**src/rtl/if_fetch_ctrl.sv**
```systemverilog
// ----------------------------------------------------------------------------
// if_fetch_ctrl
//   Instruction-fetch controller for the IF stage. Takes the current PC,
//   issues one request on the SRAM-like instruction bus and holds the returned
//   word for ID. It stalls the PC register while a fetch is in flight and
//   discards responses of fetches killed by a redirect (flush).
//
//   Handshake semantics: a bus request transfers on the cycle where
//   o_inst_req=1 and i_inst_addr_ok=1. Read data transfers on the cycle where
//   i_inst_data_ok=1, which comes at least one cycle after that. The held
//   instruction transfers to ID on the cycle where o_id_valid=1 and
//   i_id_ready=1. Only one bus transaction is ever outstanding.
//
//   Optional feature (macro FETCH_ADEL_CHECK_EN): a misaligned PC raises an
//   address-error instruction (NOP + o_id_adel) without touching the bus.
//   When the macro is undefined, o_id_adel is always 0 and misaligned
//   addresses go out on the bus unchanged.
//
// Ports:
//   clk, rst          clock, synchronous active-high reset
//   i_pc_addr         current PC from the PC register
//   i_flush           redirect this cycle; kills the current fetch
//   i_id_ready        ID accepts the held instruction
//   o_inst_req        bus request valid
//   o_inst_addr       bus request address
//   i_inst_addr_ok    bus accepted the address
//   i_inst_data_ok    read data valid
//   i_inst_rdata      read data
//   o_fetch_stall     stall to the PC register (combinational)
//   o_id_valid        o_id_pc / o_id_inst valid
//   o_id_pc           PC of the held instruction
//   o_id_inst         held instruction word
//   o_id_adel         fetch address error flag of the held instruction
//   o_dbg_state       current FSM state (0 IDLE,1 REQ,2 WAIT,3 HOLD,4 DROP)
// ----------------------------------------------------------------------------
module if_fetch_ctrl #(
    parameter int ADDR_W = 32,
    parameter int DATA_W = 32
) (
    input  logic              clk,
    input  logic              rst,
    input  logic [ADDR_W-1:0] i_pc_addr,
    input  logic              i_flush,
    input  logic              i_id_ready,
    output logic              o_inst_req,
    output logic [ADDR_W-1:0] o_inst_addr,
    input  logic              i_inst_addr_ok,
    input  logic              i_inst_data_ok,
    input  logic [DATA_W-1:0] i_inst_rdata,
    output logic              o_fetch_stall,
    output logic              o_id_valid,
    output logic [ADDR_W-1:0] o_id_pc,
    output logic [DATA_W-1:0] o_id_inst,
    output logic              o_id_adel,
    output logic [2:0]        o_dbg_state
);

    typedef enum logic [2:0] {
        S_IDLE = 3'd0,
        S_REQ  = 3'd1,
        S_WAIT = 3'd2,
        S_HOLD = 3'd3,
        S_DROP = 3'd4
    } state_t;

    state_t            r_state;
    logic [ADDR_W-1:0] r_fetch_pc;
    logic              r_inst_req;
    logic [ADDR_W-1:0] r_inst_addr;
    logic              r_id_valid;
    logic [ADDR_W-1:0] r_id_pc;
    logic [DATA_W-1:0] r_id_inst;
    logic              r_id_adel;

    always_ff @(posedge clk) begin
        if (rst) begin
            r_state     <= S_IDLE;
            r_fetch_pc  <= '0;
            r_inst_req  <= 1'b0;
            r_inst_addr <= '0;
            r_id_valid  <= 1'b0;
            r_id_pc     <= '0;
            r_id_inst   <= '0;
            r_id_adel   <= 1'b0;
        end else begin
            case (r_state)
                S_IDLE: begin
                    if (!i_flush) begin
`ifdef FETCH_ADEL_CHECK_EN
                        if (i_pc_addr[1:0] != 2'b00) begin
                            // Address error: hand ID a NOP flagged as ADEL.
                            r_state    <= S_HOLD;
                            r_id_valid <= 1'b1;
                            r_id_pc    <= i_pc_addr;
                            r_id_inst  <= '0;
                            r_id_adel  <= 1'b1;
                        end else
`endif
                        begin
                            r_fetch_pc  <= i_pc_addr;
                            r_inst_req  <= 1'b1;
                            r_inst_addr <= i_pc_addr;
                            r_state     <= S_REQ;
                        end
                    end
                end
                S_REQ: begin
                    if (i_inst_addr_ok) begin
                        r_inst_req <= 1'b0;
                        // Accepted but killed: the response is still owed.
                        r_state    <= i_flush ? S_DROP : S_WAIT;
                    end else if (i_flush) begin
                        // Withdraw the request before the bus took it.
                        r_inst_req <= 1'b0;
                        r_state    <= S_IDLE;
                    end
                end
                S_WAIT: begin
                    if (i_inst_data_ok) begin
                        if (i_flush) begin
                            r_state <= S_IDLE;
                        end else begin
                            r_state    <= S_HOLD;
                            r_id_valid <= 1'b1;
                            r_id_pc    <= r_fetch_pc;
                            r_id_inst  <= i_inst_rdata;
                            r_id_adel  <= 1'b0;
                        end
                    end else if (i_flush) begin
                        r_state <= S_DROP;
                    end
                end
                S_HOLD: begin
                    if (i_flush || i_id_ready) begin
                        r_state    <= S_IDLE;
                        r_id_valid <= 1'b0;
                        r_id_adel  <= 1'b0;
                    end
                end
                S_DROP: begin
                    if (i_inst_data_ok) begin
                        r_state <= S_IDLE;
                    end
                end
                default: r_state <= S_IDLE;
            endcase
        end
    end

    // PC advances exactly on the ID handoff, and always on a redirect.
    assign o_fetch_stall = !(i_flush || ((r_state == S_HOLD) && i_id_ready));

    assign o_inst_req  = r_inst_req;
    assign o_inst_addr = r_inst_addr;
    assign o_id_valid  = r_id_valid;
    assign o_id_pc     = r_id_pc;
    assign o_id_inst   = r_id_inst;
`ifdef FETCH_ADEL_CHECK_EN
    assign o_id_adel   = r_id_adel;
`else
    assign o_id_adel   = 1'b0;
`endif
    assign o_dbg_state = r_state;

endmodule

```
**config.mk**
```make
export PLATFORM = sky130hd
export DESIGN_NAME = if_fetch_ctrl
export DESIGN_NICKNAME = d
export VERILOG_FILES = /design/src/rtl/if_fetch_ctrl.sv
export SDC_FILE = /design/constraint.sdc
export NUM_CORES = 1
export LEC_CHECK = 0
export ABC_AREA = 1
export BUFFER_PORTS_ARGS = -buffer_cell sky130_fd_sc_hd__buf_2
export CORE_MARGIN = 2
export CORE_UTILIZATION = 40
export DETAILED_ROUTE_END_ITERATION = 16
export PLACE_DENSITY = 0.78
export SLEW_MARGIN = 10
export SYNTH_ARGS = -nofsm -noshare
export SYNTH_HDL_FRONTEND = slang
export SYNTH_SLANG_ARGS = --single-unit
```
**constraint.sdc**
```tcl
create_clock -name clk -period 1.9 [get_ports clk]
set_clock_uncertainty 0.2 [all_clocks]
set_input_delay 0.19 -clock clk [delete_from_list [all_inputs] [get_ports clk]]
set_output_delay 0.19 -clock clk [all_outputs]
set_load 0.005 [all_outputs]
```
==> metrics.csv <==
stage;metric;value;unit
cts;clock-sinks;101;
synthesis;synth_area_leaders;dfxtp_1 (55%), o21ai_0 (9.5%), nor2_1 (9.2%);
worst_hold_path;hp-class;primary input to flop;
sta;period_needed;1770;ps
cts;clkTransAtPathRegs;100;ps
critical_path;r2r_setup_slack;180;ps
floorplanning;start_util;0.416;
drt;drt-pass1-iter-count;5;
pwr;seq_power_share;0.464;
pwr;p_switching;2010;uW
sta;setup_ws;126;ps
place;post-place-ws;155;ps
synthesis;ys_seq_area_frac;0.555;
place;placed_cells;711;
sta;hold_viol_final;0;
synthesis;ys_ff_latch;101;
place;place_congestion;0.887;
synthesis;syn_inst;455;
synthesis;avgSynthCellArea;8.01;sq um
drt;drc;0;
place;post-dp-hpwl;6720;um
cts;cts_tree;done;
synthesis;syn_nets;525;
cts;root_buffer;clkbuf_8;
run;max-cap-violations;0;
cts;insertion_delay;350;ps
floorplanning;die_x;99.5;um
synthesis;yosys.area.top_type;dfxtp_1;
floorplanning;io-pin-count;173;
place;portBuffers;171;
drt;antenna_left;0;
finish;fillers;738;
floorplanning;core;8760;sq um
critical_path;start_kind;flop;
pwr;swShare;0.331;
synthesis;synth_warnings;0;
finish;area_growth;48.9;%
critical_path;end_kind;primary output;
status;status;finished clean;
sta;rsz0062_at_grt;no;
pwr;internal-power;4050;uW
drt;num_vias;3880;
global_routing;antenna_found_initial;0;
floorplanning;die-area;9890;sq um
pwr;combPwrFrac;0.295;
critical_path;critPathKind;flop to primary output;
floorplanning;die_y;99.5;um
finish;finalNonFillerCells;791;
floorplanning;row_count;34;
cts;numCtsBuffers;9;
critical_path;crit_required;1510;ps
pwr;vdd_ir_drop_max;0.499;mV
drt;wl_per_cell;13.6;um
critical_path;slowest_delay;530;ps
critical_path;cp.arrival;1380;ps
sta;fmax;564;MHz
critical_path;crit_chain;nand2_1, nor2_1, a21oi_1, buf_2;
critical_path;cp_slowest_cell;dfxtp_1;
critical_path;critPathMaxFanout;7;
global_routing;grt_pass1_wl;17200;um
pwr;p_per_area;1110;nW/um^2
global_routing;grt_overflow;0;
sta;drv_slew;0;
drt;viasPerCell;4.91;
finish;layout_commonest_cell;buf_2;
drt;wl;10800;um
finish;num_antenna_cells;0;
pwr;p_clk_frac;0.240;
finish;drive_gt1_frac;0.294;
sta;min_period_over_period;0.934;
cts;htree_levels;3;
drt;drt_iter0_markers;102;
synthesis;netlist_area;3650;sq um
cts;clockBufferDepth;2;
sta;finalSetupViolations;0;
finish;layout.cells.most_common_list;buf_2 (171), dfxtp_1 (101), nor2_1 (89);
sta;setup_tns;0;ps
global_routing;grt_max_degree;60;
worst_hold_path;worstHoldStart;i_flush;
global_routing;grt_pass1_vias;3688;
synthesis;synth_top_cell_area_share;0.555;
finish;layout.nets;749;
critical_path;critPathLaunch;o_dbg_state[1];
pwr;leakagePower;0.00270;uW
global_routing;grt_use_total;0.214;
critical_path;r2r_start;o_dbg_state[1];
synthesis;yosysUniqueCellTypes;19;
==> sequential cells by signal, summed over array words and instances, names as in the netlist <==
signal and flops:
o_id_inst 32, o_id_pc 32, o_inst_addr 32, o_dbg_state 3, o_id_valid 1, o_inst_req 1
==> synth_stat cells, drive strengths merged <==
cell / instances
inv: 41
nand2: 16
nor2: 90
o21ai: 96
clkbuf: 15
buf: 15
nand3: 15
nor3: 1
a21oi: 64
conb: 1
dfxtp: 101
==> area by class of cell <==
cell class	count	area, sq um	share of cell area
flip-flops and latches	101	2020	0.372
clock buffers	10	128	0.0235
clock inverters	5	83.8	0.0154
inverters	41	156	0.0288
well taps	108	135	0.0249
repair buffers	243	1600	0.294
multi-input cells	283	1310	0.241
==> cells by family (layout without fill, tap and decap cells) <==
family / Yosys count / count (layout) / share of synthesized area
AO/OA/AOI/OAI: 160 / 160 / 0.220
buffers and inverters: 71 / 299 / 0.0865
flip-flops: 101 / 101 / 0.555
AND/OR/NAND/NOR: 122 / 122 / 0.138
other: 1 / 1 / 0.00103
==> power groups by stage <==
stage / Clock [uW] / Sequential (uW) / Combinational [uW]
2_1_floorplan: 0 / 2870 / 925
4_1_cts: 1500 / 2800 / 1780
3_3_place_gp: 0 / 2820 / 1630
6_report: 1460 / 2810 / 1790
3_5_place_dp: 0 / 2840 / 1670
5_1_grt: 1590 / 2860 / 2020
==> path summary, 6_finish.rpt <==
kind / depth (start not counted) / to
max: 4 / o_fetch_stall
min: 4 / o_inst_addr[28]
max reg2reg: 5 / o_id_inst[7]
min reg2reg: 2 / o_inst_req
==> critical path, delay by kind of cell (launching register included) <==
| kind | cells | cell delay [ps] |
|---|---|---|
| DFF | 1 | 530 |
| and+or+nand+nor | 2 | 300 |
| buffers and inverters | 1 | 130 |
| AOI/OAI and AO/OA | 1 | 80 |
==> per-stage QoR <==
| step | hold WS (ps) | total power (uW) | utilization | cell area, sq um |
|---|---|---|---|---|
| after floorplan | 59.1 | 3790 | - | 3650 |
| after global placement | 212 | 4450 | 0.521 | 4570 |
| after detailed placement | 217 | 4520 | 0.521 | 4570 |
| after CTS | 53.7 | 6080 | 0.619 | 5430 |
| after global routing | 84.4 | 6470 | 0.620 | 5430 |
| final | 74.6 | 6050 | 0.620 | 5430 |
==> layer usage <==
metal  GRT usage  up-vias  share of wire
met5           0        -              0
met4      0.0854        0          0.021
met3      0.0464       26          0.082
met2       0.363      183           0.48
met1       0.265     1737           0.42
li1            -     1934              -
==> what timing repair did <==
item	CTS	global route
setup buffers	0	0
endpoints found under the hold margin	65	0
endpoints found under the setup margin	0	6
gates resized for setup	0	2
hold buffers	65	0
(Power assumes the default switching activity.)
